[src/rtl/delay_meter_pkg.sv]
// delay_meter shared types
// Channel state and index-width helper.
package delay_meter_pkg;

    typedef enum logic {
        CH_IDLE  = 1'b0,
        CH_ARMED = 1'b1
    } ch_state_e;

    function automatic int ch_w(input int n);
        return (n > 1) ? $clog2(n) : 1;
    endfunction

endpackage

[src/rtl/delay_meter_ch.sv]
// delay_meter channel
// Sync, edge detect, start/end FSM, counter, pending slot.
module delay_meter_ch
    import delay_meter_pkg::*;
#(
    parameter int WIDTH       = 16,
    parameter int TIMEOUT     = 2**(WIDTH-1),
    parameter int SYNC_STAGES = 2
) (
    input  logic             clk,
    input  logic             rst_n,
    input  logic             t_start,
    input  logic             t_end,
    input  logic             clear,
    input  logic             take,
    output logic             pend,
    output logic [WIDTH-1:0] slot_delay,
    output logic             slot_timeout,
    output logic             overrun
);

    typedef struct packed {
        logic [WIDTH-1:0] delay;
        logic             timeout;
    } res_t;

    localparam int MSB = SYNC_STAGES - 1;
    localparam logic [WIDTH-1:0] TO_VAL = WIDTH'(TIMEOUT);

    logic [MSB:0]     start_sync;
    logic [MSB:0]     end_sync;
    logic             start_hist;
    logic             end_hist;
    logic             start_edge;
    logic             end_edge;
    ch_state_e        state;
    logic [WIDTH-1:0] count;
    logic             cap;
    res_t             cap_res;
    res_t             slot;

    // synchronisers and edge history, preset high
    always_ff @(posedge clk or negedge rst_n) begin
        if (!rst_n) begin
            start_sync <= '1;
            end_sync   <= '1;
            start_hist <= 1'b1;
            end_hist   <= 1'b1;
        end else begin
            start_sync <= {start_sync[MSB-1:0], t_start};
            end_sync   <= {end_sync[MSB-1:0], t_end};
            start_hist <= start_sync[MSB];
            end_hist   <= end_sync[MSB];
        end
    end

    assign start_edge = start_sync[MSB] & ~start_hist;
    assign end_edge   = end_sync[MSB] & ~end_hist;

    // capture on end edge, or on timeout unless a restart wins
    always_comb begin
        cap             = 1'b0;
        cap_res.delay   = count;
        cap_res.timeout = 1'b0;
        if (state == CH_ARMED && !clear) begin
            if (end_edge) begin
                cap = 1'b1;
            end else if (!start_edge && count == TO_VAL) begin
                cap             = 1'b1;
                cap_res.timeout = 1'b1;
            end
        end
    end

    // channel FSM and elapsed counter
    always_ff @(posedge clk or negedge rst_n) begin
        if (!rst_n) begin
            state <= CH_IDLE;
            count <= '0;
        end else if (clear) begin
            state <= CH_IDLE;
            count <= '0;
        end else if (start_edge) begin
            state <= CH_ARMED;
            count <= WIDTH'(1);
        end else if (state == CH_ARMED) begin
            if (cap) begin
                state <= CH_IDLE;
            end else begin
                count <= count + 1'b1;
            end
        end
    end

    // one-deep result slot with sticky overrun
    always_ff @(posedge clk or negedge rst_n) begin
        if (!rst_n) begin
            pend    <= 1'b0;
            slot    <= '0;
            overrun <= 1'b0;
        end else if (clear) begin
            pend    <= 1'b0;
            overrun <= 1'b0;
        end else if (cap) begin
            slot <= cap_res;
            pend <= 1'b1;
            if (pend && !take) begin
                overrun <= 1'b1;
            end
        end else if (take) begin
            pend <= 1'b0;
        end
    end

    assign slot_delay   = slot.delay;
    assign slot_timeout = slot.timeout;

endmodule

[src/rtl/delay_meter.sv]
// delay_meter top
// N_CH channels, round-robin arbiter, output register.
module delay_meter
    import delay_meter_pkg::*;
#(
    parameter int N_CH        = 4,
    parameter int WIDTH       = 16,
    parameter int TIMEOUT     = 2**(WIDTH-1),
    parameter int SYNC_STAGES = 2
) (
    input  logic                    clk,
    input  logic                    rst_n,
    input  logic [N_CH-1:0]         t_start,
    input  logic [N_CH-1:0]         t_end,
    input  logic                    clear,
    output logic                    res_valid,
    input  logic                    res_ready,
    output logic [ch_w(N_CH)-1:0]   res_ch,
    output logic [WIDTH-1:0]        res_delay,
    output logic                    res_timeout,
    output logic [N_CH-1:0]         overrun
);

    localparam int CW = ch_w(N_CH);
    localparam logic [CW-1:0] LAST = CW'(N_CH - 1);

    logic [N_CH-1:0]  pend;
    logic [N_CH-1:0]  take;
    logic [N_CH-1:0]  ch_ovr;
    logic [N_CH-1:0]  slot_to;
    logic [WIDTH-1:0] slot_delay [N_CH];
    logic [CW-1:0]    ptr;
    logic [CW-1:0]    grant;
    logic             any;
    logic             load;

    for (genvar i = 0; i < N_CH; i++) begin : g_ch
        delay_meter_ch #(
            .WIDTH       (WIDTH),
            .TIMEOUT     (TIMEOUT),
            .SYNC_STAGES (SYNC_STAGES)
        ) u_ch (
            .clk          (clk),
            .rst_n        (rst_n),
            .t_start      (t_start[i]),
            .t_end        (t_end[i]),
            .clear        (clear),
            .take         (take[i]),
            .pend         (pend[i]),
            .slot_delay   (slot_delay[i]),
            .slot_timeout (slot_to[i]),
            .overrun      (ch_ovr[i])
        );
    end

    // first pending channel at or after ptr
    always_comb begin
        int            idx;
        logic [CW-1:0] sel;
        grant = '0;
        any   = 1'b0;
        idx   = 0;
        sel   = '0;
        for (int k = N_CH - 1; k >= 0; k--) begin
            idx = int'(ptr) + k;
            if (idx >= N_CH) begin
                idx = idx - N_CH;
            end
            sel = CW'(idx);
            if (pend[sel]) begin
                grant = sel;
                any   = 1'b1;
            end
        end
    end

    assign load = any & ~clear & (~res_valid | res_ready);

    // hand the granted slot to the output register
    always_comb begin
        take = '0;
        if (load) begin
            take[grant] = 1'b1;
        end
    end

    // output register and round-robin pointer
    always_ff @(posedge clk or negedge rst_n) begin
        if (!rst_n) begin
            res_valid   <= 1'b0;
            res_ch      <= '0;
            res_delay   <= '0;
            res_timeout <= 1'b0;
            ptr         <= '0;
        end else if (load) begin
            res_valid   <= 1'b1;
            res_ch      <= grant;
            res_delay   <= slot_delay[grant];
            res_timeout <= slot_to[grant];
            ptr         <= (grant == LAST) ? '0 : grant + 1'b1;
        end else if (res_ready) begin
            res_valid <= 1'b0;
        end
    end

    assign overrun = ch_ovr;

endmodule

[config.mk]
export PLATFORM = sky130hd
export DESIGN_NAME = delay_meter
export DESIGN_NICKNAME = d
export VERILOG_FILES = /design/src/rtl/delay_meter_pkg.sv /design/src/rtl/delay_meter_ch.sv /design/src/rtl/delay_meter.sv
export SDC_FILE = /design/constraint.sdc
export NUM_CORES = 1
export LEC_CHECK = 0
export CAP_MARGIN = 20
export CORE_UTILIZATION = 50
export DETAILED_ROUTE_END_ITERATION = 8
export MAX_ROUTING_LAYER = met4
export PLACE_DENSITY = 0.7
export SLEW_MARGIN = 20
export SYNTH_ARGS = -nofsm -noshare
export SYNTH_HDL_FRONTEND = slang
export SYNTH_SLANG_ARGS = --single-unit
[constraint.sdc]
create_clock -name clk -period 2.2 [get_ports clk]
set_clock_uncertainty 0.15 [all_clocks]
set_input_delay 0.33 -clock clk [delete_from_list [all_inputs] [get_ports clk]]
set_output_delay 0.33 -clock clk [all_outputs]
set_load 0.05 [all_outputs]
==> impl_metrics.json <==
{
  "ys_types": 58,
  "fin_crit_sh_pct": 99.1,
  "clkSinkCount": 190,
  "clk_pin_slew_ps": 70,
  "synthCells": 756,
  "drc": 0,
  "setup_slack_ps": 19.1,
  "numPortBuffers": 35,
  "gp_congestion": 0.897,
  "placed_cells": 1054,
  "synthToLayoutAreaGrowth_pct": 22.5,
  "crit_fanout": 2,
  "syn_nets": 777,
  "grt.overflow.total": 0,
  "grt_pass1_wl_mm": 33.6,
  "place_hpwl_mm": 14.8,
  "vias": 6296,
  "ir_drop_mv": 0.658,
  "drive_gt1_share_pct": 27.1,
  "tightest_slew_ps": 512,
  "synth_area_um2": 8600,
  "r2r_setup_slack_ps": 50,
  "final_max_slew_viol_count": 0,
  "ys_seq_elements": 190,
  "grtUsageMet2_pct": 40.2,
  "die_h_um": 133,
  "cts_made_buffers": 17,
  "drt_iter0_drc": 413,
  "critical_path.top_delay_family": "buffers and inverters",
  "slew_headroom_pct": 65.8,
  "outcome": "finished, final reports clean",
  "path_cells": "clkdlybuf4s50_1",
  "io_pins": 36,
  "slowest_delay_ps": 840,
  "synth_edf_count": 0,
  "ys_warn_count": 0,
  "seq_area_um2": 4790,
  "die_x_um": 133,
  "grt_util_met1_pct": 33.8,
  "grt_usage_pct": 25.2,
  "cts_tree": "yes",
  "p_per_area_nw_per_um2": 704,
  "dr.pass1.iters": 4,
  "multi_input_area_um2": 3670,
  "final-hold-violation-count": 0,
  "via_per_inst": 5.75,
  "post-place-ws_ps": -91.7,
  "die-area_um2": 17700,
  "wl_per_cell_um": 18.8,
  "endpoint_kind": "primary output",
  "cp_data_required_time_ps": 1720,
  "min_path_type": "in2reg",
  "totalWireLength_mm": 20.6,
  "antenna_found_initial": 0,
  "path_buf_inv": 1,
  "worstSkewPairLatency_ps": 430,
  "final_antenna_net_count": 0,
  "grt_setup_unrepaired": "yes",
  "fin_nets": 883,
  "crit_arrival_ps": 1700,
  "cts-root-buf": "clkbuf_16",
  "initial_core_util_pct": 51.5,
  "synth.yosys.seq_area_share_pct": 55.6,
  "grt_max_degree": 59,
  "fillCellCount": 1315,
  "max_freq_mhz": 459,
  "core.rowCount": 47,
  "async_flop_share_pct": 100,
  "grt.met3_usage_pct": 4.34,
  "clockBufferDepth": 2,
  "maxCapViolations": 0,
  "grt_pass1_vias": 6324,
  "path_class": "reg2out",
  "cts_max_level": 4,
  "fin_crit_ps": 2180,
  "diodes": 0,
  "fp.coreArea_um2": 16700,
  "grt_busiest_layer": "met2",
  "setup_violations": 0,
  "yosys_most_used_dff": "dfrtp_1",
  "cellLeakagePower_uw": 0.00489,
  "critPathSlowestCell": "clkdlybuf4s50_1",
  "final_cells": 1095,
  "avgSynthCellArea_um2": 11.4,
  "cp-start-kind": "register"
}
where the power goes:
part	internal [uW]	switching, uW
Combinational	263	411
Sequential	3610	73.7
Clock	1760	1300
Total	5630	1780
layout make-up:
| cell class | count | share of cell area [%] |
|---|---|---|
| flip-flops and latches | 190 | 45.5 |
| multi-input cells | 508 | 34.8 |
| repair buffers | 123 | 10.8 |
| clock buffers | 22 | 4.50 |
| well taps | 220 | 2.61 |
| clock inverters | 10 | 1.07 |
| inverters | 22 | 0.784 |
sequential cells by signal (all words and copies together) (netlist names):
signal	cells
g_ch.u_ch.count	64
g_ch.u_ch.slot_delay	64
res_delay	16
g_ch.u_ch.end_sync	8
g_ch.u_ch.start_sync	8
g_ch.u_ch.end_hist	4
g_ch.u_ch.overrun	4
g_ch.u_ch.pend	4
g_ch.u_ch.slot_timeout	4
g_ch.u_ch.start_hist	4
g_ch.u_ch.state	4
ptr	2
res_ch	2
res_timeout	1
res_valid	1
routing by layer:
metal / up-vias / routed length (um)
met5: - / 0
met4: 0 / 362
met3: 30 / 838
met2: 171 / 10300
met1: 3172 / 9110
li1: 2923 / -
final timing paths:
check                                        endpoint  depth (start not counted)                       start
min in group asynchronous      g_ch[1].u_ch.count[12]                          2                       rst_n
setup / recovery                         res_delay[6]                          1                res_delay[6]
max in group asynchronous  g_ch[3].u_ch.start_sync[0]                          3                       rst_n
setup reg to reg               g_ch[0].u_ch.count[12]                          6       g_ch[0].u_ch.end_hist
hold reg to reg            g_ch[0].u_ch.start_sync[1]                          0  g_ch[0].u_ch.start_sync[0]
hold / removal             g_ch[3].u_ch.start_sync[0]                          1                  t_start[3]
layout by cell type, fill, tap and decap left out, drive strengths merged, types with 14 or more instances in the layout:
master and instances:
dfrtp 166, buf 87, mux2 64, nand2 63, nor2 55, mux2i 38
a21oi 38, clkdlybuf4s50 32, o21ai 25, dfstp 24, clkbuf 23, inv 22
nand3 21, xor2 18, nand4 17, o221ai 17, xnor2 16, nor4 14
stage by stage:
stage | setup TNS, ps | cell area [um2] | hold slack (ps) | total power, uW | utilization, %
CTS | 0 | 10400 | 143 | 7440 | 62.1
finish | 0 | 10500 | 153 | 7420 | 63.1
global placement | -1200 | 9770 | 190 | 4380 | 58.5
detailed placement | -1990 | 9770 | 189 | 4400 | 58.5
floorplan | -311 | 8600 | -116 | 4070 | -
global route | -16.5 | 10500 | 138 | 7660 | 63.1
synth_stat cells (11+ instances only):
cell type / instances / area [um2]
xnor2_1: 16 / 140
o21ai_0: 21 / 105
mux2_2: 64 / 721
nor2b_1: 12 / 75.1
xor2_1: 18 / 158
nand2_1: 63 / 236
nand4_1: 17 / 106
o221ai_1: 17 / 149
dfrtp_1: 166 / 4150
nor2_1: 55 / 206
buf_2: 11 / 55.1
inv_1: 21 / 78.8
nand3_1: 21 / 105
nor4_1: 14 / 87.6
clkbuf_1: 20 / 75.1
dfstp_2: 24 / 631
a21oi_1: 38 / 190
mux2i_1: 38 / 380
nor3_1: 12 / 60.1
repair_timing:
action                                  4_1_cts  5_1_grt
setup buffers                                 0        8
endpoints found under the setup margin        7       76
hold endpoints to repair                     50        0
resized for setup                             1       24
pin swaps                                     0        4
hold buffers                                  1        0
logic make-up (layout without fill, tap and decap cells):
family | count (synthesis) | count (layout) | share of synthesized area, %
mux | 102 | 102 | 12.8
buf+inv | 58 | 177 | 2.95
simple gates | 241 | 241 | 14.2
xor+xnor | 34 | 34 | 3.46
compound gates | 122 | 122 | 9.65
flops | 190 | 190 | 55.6
fa+ha+maj | 9 | 9 | 1.31
Power figures use the tool's default switching activity.
